`src/rtl/hyperbus_arbiter_if.sv`:
```
// Request/response bus between hyperbus_arbiter (master) and the hyperbus
// leader controller (slave).
interface hyperbus_arbiter_if #(
    parameter int WIDTH       = 8,
    parameter int ADDR_LENGTH = 32,
    parameter int MASK_W      = (2*WIDTH/8)+1
);
    logic [ADDR_LENGTH-1:0] hb_adr;
    logic                   hb_reg_space;
    logic                   hb_wrq;
    logic                   hb_rrq;
    logic [2*WIDTH-1:0]     hb_wdat;
    logic [MASK_W-1:0]      hb_mask;
    logic                   hb_ready;
    logic                   hb_valid;
    logic [2*WIDTH-1:0]     hb_rdat;

    modport master (
        output hb_adr, hb_reg_space, hb_wrq, hb_rrq, hb_wdat, hb_mask,
        input  hb_ready, hb_valid, hb_rdat
    );

    modport slave (
        input  hb_adr, hb_reg_space, hb_wrq, hb_rrq, hb_wdat, hb_mask,
        output hb_ready, hb_valid, hb_rdat
    );
endinterface

```
`src/rtl/hyperbus_arbiter.sv`:
```
// Two-port round-robin arbiter and burst sequencer in front of the hyperbus
// leader controller: grants one request, counts beats, aborts stalled reads.
module hyperbus_arbiter #(
    parameter int WIDTH       = 8,
    parameter int ADDR_LENGTH = 32,
    parameter int LEN_W       = 8,
    parameter int MASK_W      = (2*WIDTH/8)+1,
    parameter int GAP_CYCLES  = 2,
    parameter int TIMEOUT     = 64
) (
    input  logic                   clk,
    input  logic                   rst,

    input  logic                   req_0,
    input  logic                   req_1,
    input  logic                   we_0,
    input  logic                   we_1,
    input  logic                   reg_space_0,
    input  logic                   reg_space_1,
    input  logic [ADDR_LENGTH-1:0] adr_0,
    input  logic [ADDR_LENGTH-1:0] adr_1,
    input  logic [LEN_W-1:0]       len_0,
    input  logic [LEN_W-1:0]       len_1,
    input  logic [2*WIDTH-1:0]     wdat_0,
    input  logic [2*WIDTH-1:0]     wdat_1,
    input  logic [MASK_W-1:0]      mask_0,
    input  logic [MASK_W-1:0]      mask_1,

    output logic                   wack_0,
    output logic                   wack_1,
    output logic [2*WIDTH-1:0]     rdat,
    output logic                   rvalid_0,
    output logic                   rvalid_1,
    output logic                   done_0,
    output logic                   done_1,
    output logic                   err_0,
    output logic                   err_1,

    hyperbus_arbiter_if.master     hb
);

    localparam int TMO_W = (TIMEOUT > 1) ? $clog2(TIMEOUT + 1) : 1;
    localparam int GAP_W = (GAP_CYCLES > 1) ? $clog2(GAP_CYCLES + 1) : 1;

    typedef enum logic [1:0] {
        S_IDLE,
        S_WRITE,
        S_READ,
        S_GAP
    } state_t;

    state_t                 state_q, state_d;
    logic [LEN_W-1:0]       rem_q, rem_d;
    logic [TMO_W-1:0]       tmo_q, tmo_d;
    logic [GAP_W-1:0]       gcnt_q, gcnt_d;
    logic                   last_q, last_d;
    logic                   gnt_q, gnt_d;
    logic                   err_q, err_d;
    logic [ADDR_LENGTH-1:0] adr_q, adr_d;
    logic                   reg_space_q, reg_space_d;
    logic                   wrq_q, wrq_d;
    logic                   rrq_q, rrq_d;

    logic                   sel_port;
    logic                   sel_we;
    logic [LEN_W-1:0]       sel_len;
    logic                   write_beat;
    logic                   read_beat;
    logic                   tmo_expire;
    logic                   data_phase;
    logic                   done_pulse;

    // On a tie the port that did not win last time goes next.
    assign sel_port = (req_0 && req_1) ? ~last_q : req_1;
    assign sel_we   = sel_port ? we_1  : we_0;
    assign sel_len  = sel_port ? len_1 : len_0;

    assign write_beat = (state_q == S_WRITE) && hb.hb_ready && (rem_q != '0);
    assign read_beat  = (state_q == S_READ)  && hb.hb_valid && (rem_q != '0);
    assign tmo_expire = (int'(tmo_q) + 1) >= (TIMEOUT - 1);

    // NOTE: every next-state signal gets its hold value before the case so no
    // path through the block leaves it unassigned, which would infer a latch.
    always_comb begin
        state_d     = state_q;
        rem_d       = rem_q;
        tmo_d       = tmo_q;
        gcnt_d      = gcnt_q;
        last_d      = last_q;
        gnt_d       = gnt_q;
        err_d       = err_q;
        adr_d       = adr_q;
        reg_space_d = reg_space_q;

        case (state_q)
            S_IDLE: begin
                if (req_0 || req_1) begin
                    gnt_d       = sel_port;
                    last_d      = sel_port;
                    adr_d       = sel_port ? adr_1 : adr_0;
                    reg_space_d = sel_port ? reg_space_1 : reg_space_0;
                    rem_d       = (sel_len == '0) ? LEN_W'(1) : sel_len;
                    tmo_d       = '0;
                    err_d       = 1'b0;
                    state_d     = sel_we ? S_WRITE : S_READ;
                end
            end
            S_WRITE: begin
                if (write_beat) begin
                    rem_d = rem_q - LEN_W'(1);
                end
                if (rem_d == '0) begin
                    state_d = S_GAP;
                    gcnt_d  = '0;
                end
            end
            S_READ: begin
                if (read_beat) begin
                    rem_d = rem_q - LEN_W'(1);
                    tmo_d = '0;
                    if (rem_d == '0) begin
                        state_d = S_GAP;
                        gcnt_d  = '0;
                    end
                end else if (rem_q == '0) begin
                    state_d = S_GAP;
                    gcnt_d  = '0;
                end else if (tmo_expire) begin
                    // A beat in the expiry cycle wins above; only a true stall aborts.
                    state_d = S_GAP;
                    gcnt_d  = '0;
                    err_d   = 1'b1;
                end else begin
                    tmo_d = tmo_q + TMO_W'(1);
                end
            end
            S_GAP: begin
                if (gcnt_q == GAP_W'(GAP_CYCLES - 1)) begin
                    state_d = S_IDLE;
                end else begin
                    gcnt_d = gcnt_q + GAP_W'(1);
                end
            end
            default: state_d = S_IDLE;
        endcase

        wrq_d = (state_d == S_WRITE);
        rrq_d = (state_d == S_READ);
    end

    // NOTE: state registers use non-blocking assignments so every flop samples
    // the pre-edge values of the others regardless of statement order.
    always_ff @(posedge clk) begin
        if (rst) begin
            state_q     <= S_IDLE;
            rem_q       <= '0;
            tmo_q       <= '0;
            gcnt_q      <= '0;
            last_q      <= 1'b1;
            gnt_q       <= 1'b0;
            err_q       <= 1'b0;
            adr_q       <= '0;
            reg_space_q <= 1'b0;
            wrq_q       <= 1'b0;
            rrq_q       <= 1'b0;
        end else begin
            state_q     <= state_d;
            rem_q       <= rem_d;
            tmo_q       <= tmo_d;
            gcnt_q      <= gcnt_d;
            last_q      <= last_d;
            gnt_q       <= gnt_d;
            err_q       <= err_d;
            adr_q       <= adr_d;
            reg_space_q <= reg_space_d;
            wrq_q       <= wrq_d;
            rrq_q       <= rrq_d;
        end
    end

    // Combinational strobes are held quiet during any reset cycle.
    assign data_phase = !rst && (state_q == S_WRITE) && (rem_q != '0);
    assign done_pulse = !rst && (state_q == S_GAP) && (gcnt_q == '0);

    assign hb.hb_adr       = adr_q;
    assign hb.hb_reg_space = reg_space_q;
    assign hb.hb_wrq       = wrq_q;
    assign hb.hb_rrq       = rrq_q;
    assign hb.hb_wdat      = data_phase ? (gnt_q ? wdat_1 : wdat_0) : '0;
    assign hb.hb_mask      = data_phase ? (gnt_q ? mask_1 : mask_0) : '1;

    assign wack_0   = !rst && write_beat && !gnt_q;
    assign wack_1   = !rst && write_beat &&  gnt_q;
    assign rvalid_0 = !rst && read_beat  && !gnt_q;
    assign rvalid_1 = !rst && read_beat  &&  gnt_q;
    assign rdat     = hb.hb_rdat;

    assign done_0 = done_pulse && !gnt_q;
    assign done_1 = done_pulse &&  gnt_q;
    assign err_0  = done_pulse && !gnt_q && err_q;
    assign err_1  = done_pulse &&  gnt_q && err_q;

endmodule

```
`src/flat_wrapper.sv`:
```
// flat-port wrapper written by rule: the top's interface ports become plain ports
module hyperbus_arbiter_flat 
#(
    parameter int WIDTH       = 8,
    parameter int ADDR_LENGTH = 32,
    parameter int LEN_W       = 8,
    parameter int MASK_W      = (2*WIDTH/8)+1,
    parameter int GAP_CYCLES  = 2,
    parameter int TIMEOUT     = 64
)
  (clk, rst, req_0, req_1, we_0, we_1, reg_space_0, reg_space_1, adr_0, adr_1, len_0, len_1, wdat_0, wdat_1, mask_0, mask_1, wack_0, wack_1, rdat, rvalid_0, rvalid_1, done_0, done_1, err_0, err_1, hb_hb_adr, hb_hb_reg_space, hb_hb_wrq, hb_hb_rrq, hb_hb_wdat, hb_hb_mask, hb_hb_ready, hb_hb_valid, hb_hb_rdat);
  hyperbus_arbiter_if #(.WIDTH(WIDTH), .ADDR_LENGTH(ADDR_LENGTH), .MASK_W(MASK_W)) hb_i ();
  input  logic clk;
  input  logic rst;
  input  logic req_0;
  input  logic req_1;
  input  logic we_0;
  input  logic we_1;
  input  logic reg_space_0;
  input  logic reg_space_1;
  input  logic [ADDR_LENGTH-1:0] adr_0;
  input  logic [ADDR_LENGTH-1:0] adr_1;
  input  logic [LEN_W-1:0] len_0;
  input  logic [LEN_W-1:0] len_1;
  input  logic [2*WIDTH-1:0] wdat_0;
  input  logic [2*WIDTH-1:0] wdat_1;
  input  logic [MASK_W-1:0] mask_0;
  input  logic [MASK_W-1:0] mask_1;
  output logic wack_0;
  output logic wack_1;
  output logic [2*WIDTH-1:0] rdat;
  output logic rvalid_0;
  output logic rvalid_1;
  output logic done_0;
  output logic done_1;
  output logic err_0;
  output logic err_1;
  output wire logic [$bits(hb_i.hb_adr)-1:0] hb_hb_adr;
  output wire logic [$bits(hb_i.hb_reg_space)-1:0] hb_hb_reg_space;
  output wire logic [$bits(hb_i.hb_wrq)-1:0] hb_hb_wrq;
  output wire logic [$bits(hb_i.hb_rrq)-1:0] hb_hb_rrq;
  output wire logic [$bits(hb_i.hb_wdat)-1:0] hb_hb_wdat;
  output wire logic [$bits(hb_i.hb_mask)-1:0] hb_hb_mask;
  input wire logic [$bits(hb_i.hb_ready)-1:0] hb_hb_ready;
  input wire logic [$bits(hb_i.hb_valid)-1:0] hb_hb_valid;
  input wire logic [$bits(hb_i.hb_rdat)-1:0] hb_hb_rdat;
  assign hb_hb_adr = hb_i.hb_adr;
  assign hb_hb_reg_space = hb_i.hb_reg_space;
  assign hb_hb_wrq = hb_i.hb_wrq;
  assign hb_hb_rrq = hb_i.hb_rrq;
  assign hb_hb_wdat = hb_i.hb_wdat;
  assign hb_hb_mask = hb_i.hb_mask;
  assign hb_i.hb_ready = hb_hb_ready;
  assign hb_i.hb_valid = hb_hb_valid;
  assign hb_i.hb_rdat = hb_hb_rdat;
  hyperbus_arbiter #(.WIDTH(WIDTH), .ADDR_LENGTH(ADDR_LENGTH), .LEN_W(LEN_W), .MASK_W(MASK_W), .GAP_CYCLES(GAP_CYCLES), .TIMEOUT(TIMEOUT)) u_core (.clk(clk), .rst(rst), .req_0(req_0), .req_1(req_1), .we_0(we_0), .we_1(we_1), .reg_space_0(reg_space_0), .reg_space_1(reg_space_1), .adr_0(adr_0), .adr_1(adr_1), .len_0(len_0), .len_1(len_1), .wdat_0(wdat_0), .wdat_1(wdat_1), .mask_0(mask_0), .mask_1(mask_1), .wack_0(wack_0), .wack_1(wack_1), .rdat(rdat), .rvalid_0(rvalid_0), .rvalid_1(rvalid_1), .done_0(done_0), .done_1(done_1), .err_0(err_0), .err_1(err_1), .hb(hb_i));
endmodule
```
`config.mk`:
```
export PLATFORM = sky130hd
export DESIGN_NAME = hyperbus_arbiter_flat
export DESIGN_NICKNAME = d
export VERILOG_FILES = /design/src/rtl/hyperbus_arbiter_if.sv /design/src/rtl/hyperbus_arbiter.sv /design/src/flat_wrapper.sv
export SDC_FILE = /design/constraint.sdc
export NUM_CORES = 1
export LEC_CHECK = 0
export CORE_ASPECT_RATIO = 1.25
export CORE_MARGIN = 2
export CORE_UTILIZATION = 29
export DETAILED_ROUTE_END_ITERATION = 10
export DONT_BUFFER_PORTS = 1
export PLACE_DENSITY_LB_ADDON = 0.1
export SETUP_SLACK_MARGIN = 0.2
export SLEW_MARGIN = 20
export SYNTH_ARGS = -nofsm -noshare
export SYNTH_HDL_FRONTEND = slang
export SYNTH_SLANG_ARGS = --single-unit
```
`constraint.sdc`:
```
create_clock -name clk -period 3.09 [get_ports clk]
set_input_delay 0.309 -clock clk [delete_from_list [all_inputs] [get_ports clk]]
set_output_delay 0.309 -clock clk [all_outputs]
set_load 0.005 [all_outputs]
```
# Word level (Yosys, flattened, before mapping)
# Cells that the tools add are included.
[word_totals] regBits=57 memories=0 mem_bits_rw=0 latch_bits=0 rom_bits=0 elab_cells=112
[op_classes] n_bitwise=1 n_reduce_logical=37 add_sub_neg=4 mul=0 n_div=0 shift=0 eq_ne=17 n_mux=41 n_lt_le_gt_ge=1
[ops] operator="2-to-1 mux 8 bit" count=6
[ops] operator=">= comparator 32 x 7 -> 1 bit, second input constant" count=1
[ops] operator="logical NOT 8 bit" count=4
[ops] operator="2-to-1 mux 16 bit" count=2
[ops] operator="2-to-1 mux 32 bit" count=1
[ops] operator="2-to-1 mux 2 bit" count=14
[ops] operator="2-to-1 mux 7 bit" count=4
[ops] operator="case mux 8 bit (3 select lines)" count=1
[ops] operator="logical AND 1 bit" count=19
[ops] operator="case mux 7 bit (2 select lines)" count=1
[ops] operator="AND reduction 5 bit" count=2
[ops] operator="adder 7 x 1 -> 8 bit, second input constant" count=1
[ops] operator="inequality test 2 bit, second input constant" count=4
[ops] operator="case mux 2 bit (4 select lines)" count=1
[ops] operator="nonzero test 8 bit" count=1
[ops] operator="subtractor 8 x 1 -> 8 bit, second input constant" count=1
[ops] operator="adder 7 x 1 -> 7 bit, second input constant" count=1
[ops] operator="2-to-1 mux 1 bit" count=7
[ops] operator="== test 2 x 1 -> 1 bit, second input constant" count=3
[ops] operator="== test 2 bit, second input constant" count=3
[ops] operator="2-to-1 mux 3 bit" count=2
[ops] operator="inequality test 2 x 1 -> 1 bit, second input constant" count=3
[ops] operator="inequality test 3 x 2 -> 1 bit, second input constant" count=2
[ops] operator="case mux 2 bit (3 select lines)" count=1
[ops] operator="13 further kinds" count=16

# Depth between registers and ports, before layout
# Gate-level depths: netlist (run 1).
[logic_depth] depth_word=9 depth_mapped=10 depth_no_buf=9

# Worst setup path before layout (run 1)
# OpenSTA, ideal clock, no wires.
[synth_path] path_kind="reg2reg" from="register u_core.rem_q[0]" to="register u_core.gcnt_q[0]" setup_ns=0.067 required_ns=3.023 period_less_slack_ns=2.234 arrival_ns=2.166 stages_incl_launch_ff=11 setup_slack_ns=0.856 cell_sequence="dfxtp_1 inv_1 ha_1 clkbuf_2 nor2b_1 a32o_1 a22oi_1 o22ai_1 o311a_2 nand2b_4 a21oi_2"
[synth_between] elab_chain_cells=7 word_cells_on_any_way=16 classes_between="add/sub (1); eq/ne (3); mux (5); reduce/logical (7)"
[synth_lines] element="start, declared" line="hyperbus_arbiter.sv:53" text="logic [LEN_W-1:0] rem_q, rem_d;"
[synth_lines] element="start signal, assigned" line="hyperbus_arbiter.sv:168" text="rem_q <= rem_d;"
[synth_lines] element="branches (longest 7 deep; another with subtractor 8 x 1 -> 8 bit)"
[synth_lines] element="end signal, assigned" line="hyperbus_arbiter.sv:170" text="gcnt_q <= gcnt_d;"
[synth_lines] element="end, declared" line="hyperbus_arbiter.sv:55" text="logic [GAP_W-1:0] gcnt_q, gcnt_d;"
# Parallel ways; which one is timed is not known. The select of a mux whose other input is x is not followed.
# A chain may end at the register's enable or synchronous reset.

# Final worst setup path (run 1)
[layout_path] from="register u_core.state_q[1]" to="output rvalid_0"
[layout_between] elab_chain_cells=5
[layout_lines] element="start, declared" line="hyperbus_arbiter.sv:52" text="state_t state_q, state_d;"
[layout_lines] element="start signal, assigned" line="hyperbus_arbiter.sv:167" text="state_q <= state_d;"
[layout_lines] element="== test 2 bit" line="hyperbus_arbiter.sv:79" text="assign read_beat = (state_q == S_READ) && hb.hb_valid && (rem_q != '0);"
[layout_lines] element="logical AND 1 bit (2 in a row)" line="hyperbus_arbiter.sv:79"
[layout_lines] element="logical AND 1 bit (2 in a row)" line="hyperbus_arbiter.sv:194" text="assign rvalid_0 = !rst && read_beat && !gnt_q;"
[layout_lines] element="end, declared" line="flat_wrapper.sv:32" text="output logic rvalid_0;"
# No other way between the ends.

==> run_results.csv, run 1 <==
group,metric,value,unit
place,dpl.hpwl,8120,µm
sta,hold_viol_final,0,
floorplanning,die_h,136,µm
global_routing,grt-ovfl-total,0,
detailed_routing,wl,10800,µm
sta,fin_crit_sh,85.1,%
sta,rsz0062_at_grt,"false",
final_layout,n_antenna_cell,0,
detailed_routing,drc,0,
final_layout,layout_common_cells,"nor2_1 (73), dfxtp_1 (57), mux2i_1 (56), a211oi_1 (40), a21oi_1 (24)",
min_path,hold_path_class,"primary input to flop",
flow_run,drv_cap,0,
sta,final.setup_skew,7.16,ps
critical_path,crit_required,2780,ps
final_layout,final_common_cell,"nor2_1",
floorplanning,ios,222,
yosys,synth-compound-area-share,22.2,%
global_routing,grt.total_usage,14.5,%
cts,clock-root-buffer,"clkbuf_16",
global_routing,antenna_found_initial,0,
yosys,synth.area.top_cells,"dfxtp_1 (28%), mux2i_1 (14%), a211oi_1 (7.4%), nor2_1 (6.8%), ha_1 (3.4%)",
detailed_routing,drt_pass1_iterations,4,
run_status,status,"completed",
detailed_routing,wl_per_cell,16.9,µm
power,vdd_ir_drop_max,0.000274,V
yosys,yosys.area_share.simple,22.3,%
yosys,yosys.cell_types.count,66,
global_routing,grt_pass1_wl,16900,µm
yosys,synth_top_area_cell,"dfxtp_1",
cts,clock_latency,330,ps
cts,htree_levels,3,
detailed_routing,dr.first_iter.drc_count,91,
yosys,synth_top_area_share,28.2,%
detailed_routing,via_count,3448,
final_layout,drive_above_1_share,10.2,%
cts,cts_made_buffers,9,
yosys,avgSynthCellArea,8.26,µm²
global_routing,grt_pass1_vias,3438,
global_routing,grt_max_degree,68,
cts,holdBufCountCts,0,
yosys,yosysWarnings,0,
yosys,syn_area,0.00405,mm²
floorplanning,dieArea,0.0149,mm²
place,place.gp.congestion,0.825,
power,total_power,0.00317,W
sta,maxSlewViolCount,0,
power,cellPowerDensity,726,mW/mm²
cts,cts.sinks,57,
place,post-place-cells,617,
yosys,synth_top_family_by_area,"simple AND/OR/NAND/NOR gates",
sta,worst_pin_slew,1030,ps
sta,clock.fmax,380,MHz
floorplanning,rows,48,
final_layout,nets,610,
detailed_routing,avgViaCountPerCell,5.43,
place,port-buffer-count,0,
cts,path_clk_slew,50,ps
cts,clock_path_buffers,2,
floorplanning,core_area,0.0138,mm²
critical_path,endpoint_kind,"primary output",
final_layout,finalNonFillerCells,635,
critical_path,crit_type,"flop to primary output",
yosys,synth_edf_count,0,
floorplanning,die_x,110,µm
yosys,ys.flop_type,"dfxtp_1",
yosys,synth-adder-area-share,3.40,%
final_layout,synthToLayoutAreaGrowth,7.94,%
sta,setup_viol,0,
critical_path,cp.arrival,2320,ps
yosys,netlist_instances,490,
yosys,synth_xor_area_share,1.08,%
yosys,ys_seq_area_share,28.2,%
yosys,ys_ff_latch,57,
detailed_routing,ant_nets,0,
sta,max-slew-margin-rel,31.4,%
floorplanning,start_util,29.4,%
sta,fin_crit,2630,ps
yosys,muxShareOfSynthArea,15.0,%
critical_path,path_max_fanout,20,
sta,final.setup.tns,0,ps
cts,cts_tree,"yes",
power,p_leak,1.54,nW
yosys,syn_nets,645,
yosys,ys_async_sr_fraction,0,%
critical_path,startpoint_type,"flop",
-- final timing paths --
kind,slack (ps),cells after the start,endpoint,startpoint
setup / recovery,460,3,rvalid_0,u_core.state_q[1]
hold / removal,40,1,u_core.gcnt_q[0],rst
setup reg to reg,510,9,u_core.hb.hb_rrq,u_core.rem_q[0]
hold reg to reg,460,2,u_core.gcnt_q[1],u_core.gcnt_q[1]
-- synthesized netlist by cell type, drive strengths merged (3+ instances only) --
cell	instances
o21a	7
a311oi	5
nor3b	5
dfxtp	57
a211oi	40
o21ai	19
o211ai	4
ha	11
o41ai	3
nand2	23
nand3b	5
and3	4
inv	8
nor4	6
nor2b	7
nand2b	9
a31oi	4
xnor2	3
nand3	12
and2	5
buf	31
a21oi	25
a22oi	4
mux2i	56
mux2	4
nor3	10
nor2	74
clkbuf	22
a211o	3
-- flip-flops by register name (all words and copies together) (netlist names) --
| name | count |
|---|---|
| u_core.gnt_q | 1 |
| u_core.tmo_q | 7 |
| u_core.hb.hb_wrq | 1 |
| u_core.hb.hb_reg_space | 1 |
| u_core.hb.hb_rrq | 1 |
| u_core.last_q | 1 |
| u_core.gcnt_q | 2 |
| u_core.rem_q | 8 |
| u_core.hb.hb_adr | 32 |
| u_core.err_q | 1 |
| u_core.state_q | 2 |
-- metal layers --
| layer | global-route usage (%) | part of all wire, % |
|---|---|---|
| met3 | 4.22 | 7.7 |
| met1 | 16.2 | 40 |
| met5 | 0 | 0 |
| met2 | 25.6 | 50 |
| met4 | 5.84 | 1.9 |
-- power breakdown --
part	switching (W)	leakage, nW	internal [W]
clock	0.000366	0.159	0.000730
combinational	0.000597	0.908	0.000440
sequential	0.000177	0.471	0.000862
-- critical path, stage by stage, from the launching register on --
cell	delay [ps]
dfxtp_1	480
ha_1	670
nand2_1	300
nor4b_1	540
-- what timing repair did --
action                     CTS  global route
setup buffers                0             2
resized for setup            0             0
setup endpoints to repair    0            15
-- cell families (layout without fill, tap and decap cells) --
family,count (synthesis),after routing
fa+ha+maj,11,11
compound gates,126,126
flops,57,57
mux,60,60
buf+inv,61,31
simple gates,170,170
xor+xnor,5,5
-- final cells by class --
| cell class | count | area [µm²] |
|---|---|---|
| Multi-Input combinational cell | 372 | 2600 |
| Timing Repair Buffer | 7 | 52.6 |
| Sequential cell | 57 | 1140 |
| Fill cell | 1434 | 9380 |
| Clock buffer | 10 | 239 |
| Tap cell | 175 | 219 |
| Inverter | 8 | 30.0 |
| Clock inverter | 6 | 90.1 |
-- metrics by stage --
step                      setup WS [ps]  hold WS [ps]  utilization, %  cell area, µm²
after floorplan                     856           445               -            4050
after global placement              570           382            29.3            4030
after detailed placement            551           382            29.3            4030
after CTS                           351          32.3            31.7            4350
after global routing                212          33.4            31.8            4370
final                               462          41.9            31.8            4370
Power figures use the tool's default switching activity.
==> inputs of run 2 (changes only) <==
--- a/config.mk
+++ b/config.mk
@@ -5,11 +5,13 @@
 export SDC_FILE = /design/constraint.sdc
 export NUM_CORES = 1
 export LEC_CHECK = 0
+export ABC_AREA = 1
 export CORE_ASPECT_RATIO = 1.25
-export CORE_MARGIN = 2
+export CORE_MARGIN = 5
 export CORE_UTILIZATION = 29
 export DETAILED_ROUTE_END_ITERATION = 10
 export DONT_BUFFER_PORTS = 1
+export GPL_ROUTABILITY_DRIVEN = 1
 export PLACE_DENSITY_LB_ADDON = 0.1
 export SETUP_SLACK_MARGIN = 0.2
 export SLEW_MARGIN = 20
==> run_results.csv, run 2 <==
group,metric,value,unit
yosys,ys_seq_area_share,30.1,%
global_routing,antenna_found_initial,0,
cts,htree_levels,3,
cts,cts_setup_buffers,0,
sta,hold_viol_final,0,
sta,final.setup.tns,0,ps
flow_run,drv_cap,0,
cts,cts_tree,"yes",
sta,final.setup_skew,8.79,ps
detailed_routing,dr.first_iter.drc_count,207,
yosys,ys.flop_type,"dfxtp_1",
final_layout,seq_area,0.00114,mm²
power,clkPwrFrac,36.9,%
cts,holdBufCountCts,0,
floorplanning,ios,222,
detailed_routing,drt_pass1_iterations,6,
final_layout,n_antenna_cell,0,
global_routing,grt_max_degree,69,
final_layout,final_common_cell,"nand2_1",
sta,fin_crit,2540,ps
yosys,ys_ff_latch,57,
power,vdd_ir_drop_max,0.000267,V
yosys,synth_top_area_cell,"dfxtp_1",
cts,clock_latency,330,ps
yosys,syn_nets,741,
yosys,ys_async_sr_fraction,0,%
final_layout,nets,708,
run_status,status,"completed",
final_layout,largest_register_ffs,32,
detailed_routing,avgViaCountPerCell,5.05,
critical_path,startpoint_type,"flop",
yosys,synth_most_common_cell,"nand2_1",
power,p_int,0.00200,W
yosys,yosys.cell_types.count,38,
place,port-buffer-count,0,
detailed_routing,ant_nets,0,
final_layout,synthToLayoutAreaGrowth,8.84,%
cts,clock_path_buffers,2,
sta,max-slew-margin-rel,55.3,%
cts,cts_made_buffers,9,
cts,cts_resized,0,
yosys,netlist_instances,586,
place,dpl.hpwl,8960,µm
yosys,synth.area.top_cells,"dfxtp_1 (30%), nand2_1 (19%), o21ai_0 (6.2%), a31oi_1 (5.9%), a21oi_1 (5.0%)",
sta,rsz0062_at_grt,"false",
power,p_sw_share,36.5,%
power,p_leak,1.74,nW
global_routing,grt_pass1_wl,18000,µm
yosys,synth_edf_count,0,
floorplanning,rows,46,
final_layout,layout_common_cells,"nand2_1 (189), dfxtp_1 (57), o21ai_0 (47), a21oi_1 (38), inv_1 (37)",
sta,worst_pin_slew,670,ps
critical_path,crit_type,"flop to primary output",
critical_path,endpoint_kind,"primary output",
yosys,synth_top_area_share,30.1,%
sta,setup_viol,0,
yosys,avgSynthCellArea,6.47,µm²
final_layout,n_fill_cell,1431,
power,cellPowerDensity,764,mW/mm²
place,place.gp.congestion,0.830,
detailed_routing,wl_per_cell,16.4,µm
floorplanning,die_x,112,µm
floorplanning,die_h,138,µm
floorplanning,core_area,0.0128,mm²
yosys,yosysWarnings,0,
critical_path,cp.arrival,2240,ps
detailed_routing,wl,11900,µm
yosys,synth_common_cells,"nand2_1 (189), dfxtp_1 (57), o21ai_0 (47)",
global_routing,grt.total_usage,14.3,%
final_layout,multi_input_area,0.00225,mm²
min_path,hold_path_class,"primary input to flop",
cts,clock-root-buffer,"clkbuf_16",
sta,fin_crit_sh,82.4,%
critical_path,path_max_fanout,17,
sta,maxSlewViolCount,0,
critical_path,crit_required,2780,ps
floorplanning,start_util,29.7,%
detailed_routing,drc,0,
power,seqPwrFrac,32.1,%
place,placed_cell_area,0.00378,mm²
final_layout,drive_above_1_share,7.89,%
power,power_frac_comb,31.1,%
cts,path_clk_slew,50,ps
final_layout,final_util,32.3,%
global_routing,grt_pass1_vias,3556,
power,p_switching,0.00115,W
final_layout,final_cell_area,0.00413,mm²
detailed_routing,via_count,3669,
yosys,syn_area,0.00379,mm²
cts,cts.sinks,57,
power,total_power,0.00315,W
sta,clock.fmax,393,MHz
floorplanning,dieArea,0.0155,mm²
global_routing,grt-ovfl-total,0,
==> run 2: changes by cell type after synthesis, sizes merged, moves of 10 or more <==
cell	delta
nand2	+172
inv	+31
nand3	+13
a211oi	-35
nor2	-33
a31oi	+32
a21oi	+13
o21ai	+35
mux2i	-50
buf	-10
==> run 2: worst max-delay path, cell delays in order, from the launching register on <==
cell and delay [ps]:
dfxtp_1 330, inv_1 210, ha_1 190, nand2_1 130
nor2_4 210, inv_1 80, nand3_1 430, inv_1 150
nand3_1 180
==> run 2: path summary, 6_finish.rpt <==
path,start,end,slack [ps],depth (start not counted)
setup / recovery,u_core.rem_q[0],hb_hb_mask[2],550,8
hold / removal,rst,u_core.tmo_q[4],60,1
setup reg to reg,u_core.state_q[1],u_core.hb.hb_rrq,630,15
hold reg to reg,u_core.last_q,u_core.last_q,490,2
==> run 2: per-layer routing <==
layer	GRT usage, %	part of all wire (%)	vias to the layer above	routed length (µm)
li1	-	-	1871	-
met1	17.2	42	1653	4930
met2	23.7	49	134	5870
met3	4.61	7.6	11	900
met4	5.34	1.4	0	168
met5	0	0	-	0
==> run 2: cells by family after synthesis <==
group,count (synthesis),share of synthesized area (%)
compound gates,142,21.8
xor+xnor,1,0.231
fa+ha+maj,11,3.63
buf+inv,88,10.8
flops,57,30.1
mux,6,1.58
simple gates,281,31.9
==> run 2: layout make-up <==
type	instances	area share (%)
tap	168	5.09
sequential	57	27.7
multi-input combinational	441	54.5
timing repair buffer	4	0.728
clock buffer	11	5.88
clock inverter	5	2.49
inverter	40	3.64
==> run 2: stage by stage <==
stage               std cells  worst slack (ps)  hold WS (ps)
floorplan                 586              1180           429
global placement          710               648           385
detailed placement        710               659           386
CTS                       726               503          42.4
global route              726               273          42.4
finish                    726               545          57.9
==> run 2: power by group through the flow <==
stage / combinational, W / clock [W] / sequential [W]
after CTS: 0.000986 / 0.00120 / 0.00101
after detailed placement: 0.000984 / 0 / 0.00103
final: 0.000980 / 0.00116 / 0.00101
after global routing: 0.00112 / 0.00122 / 0.00103
after global placement: 0.000977 / 0 / 0.00103
after floorplan: 0.000828 / 0 / 0.000982
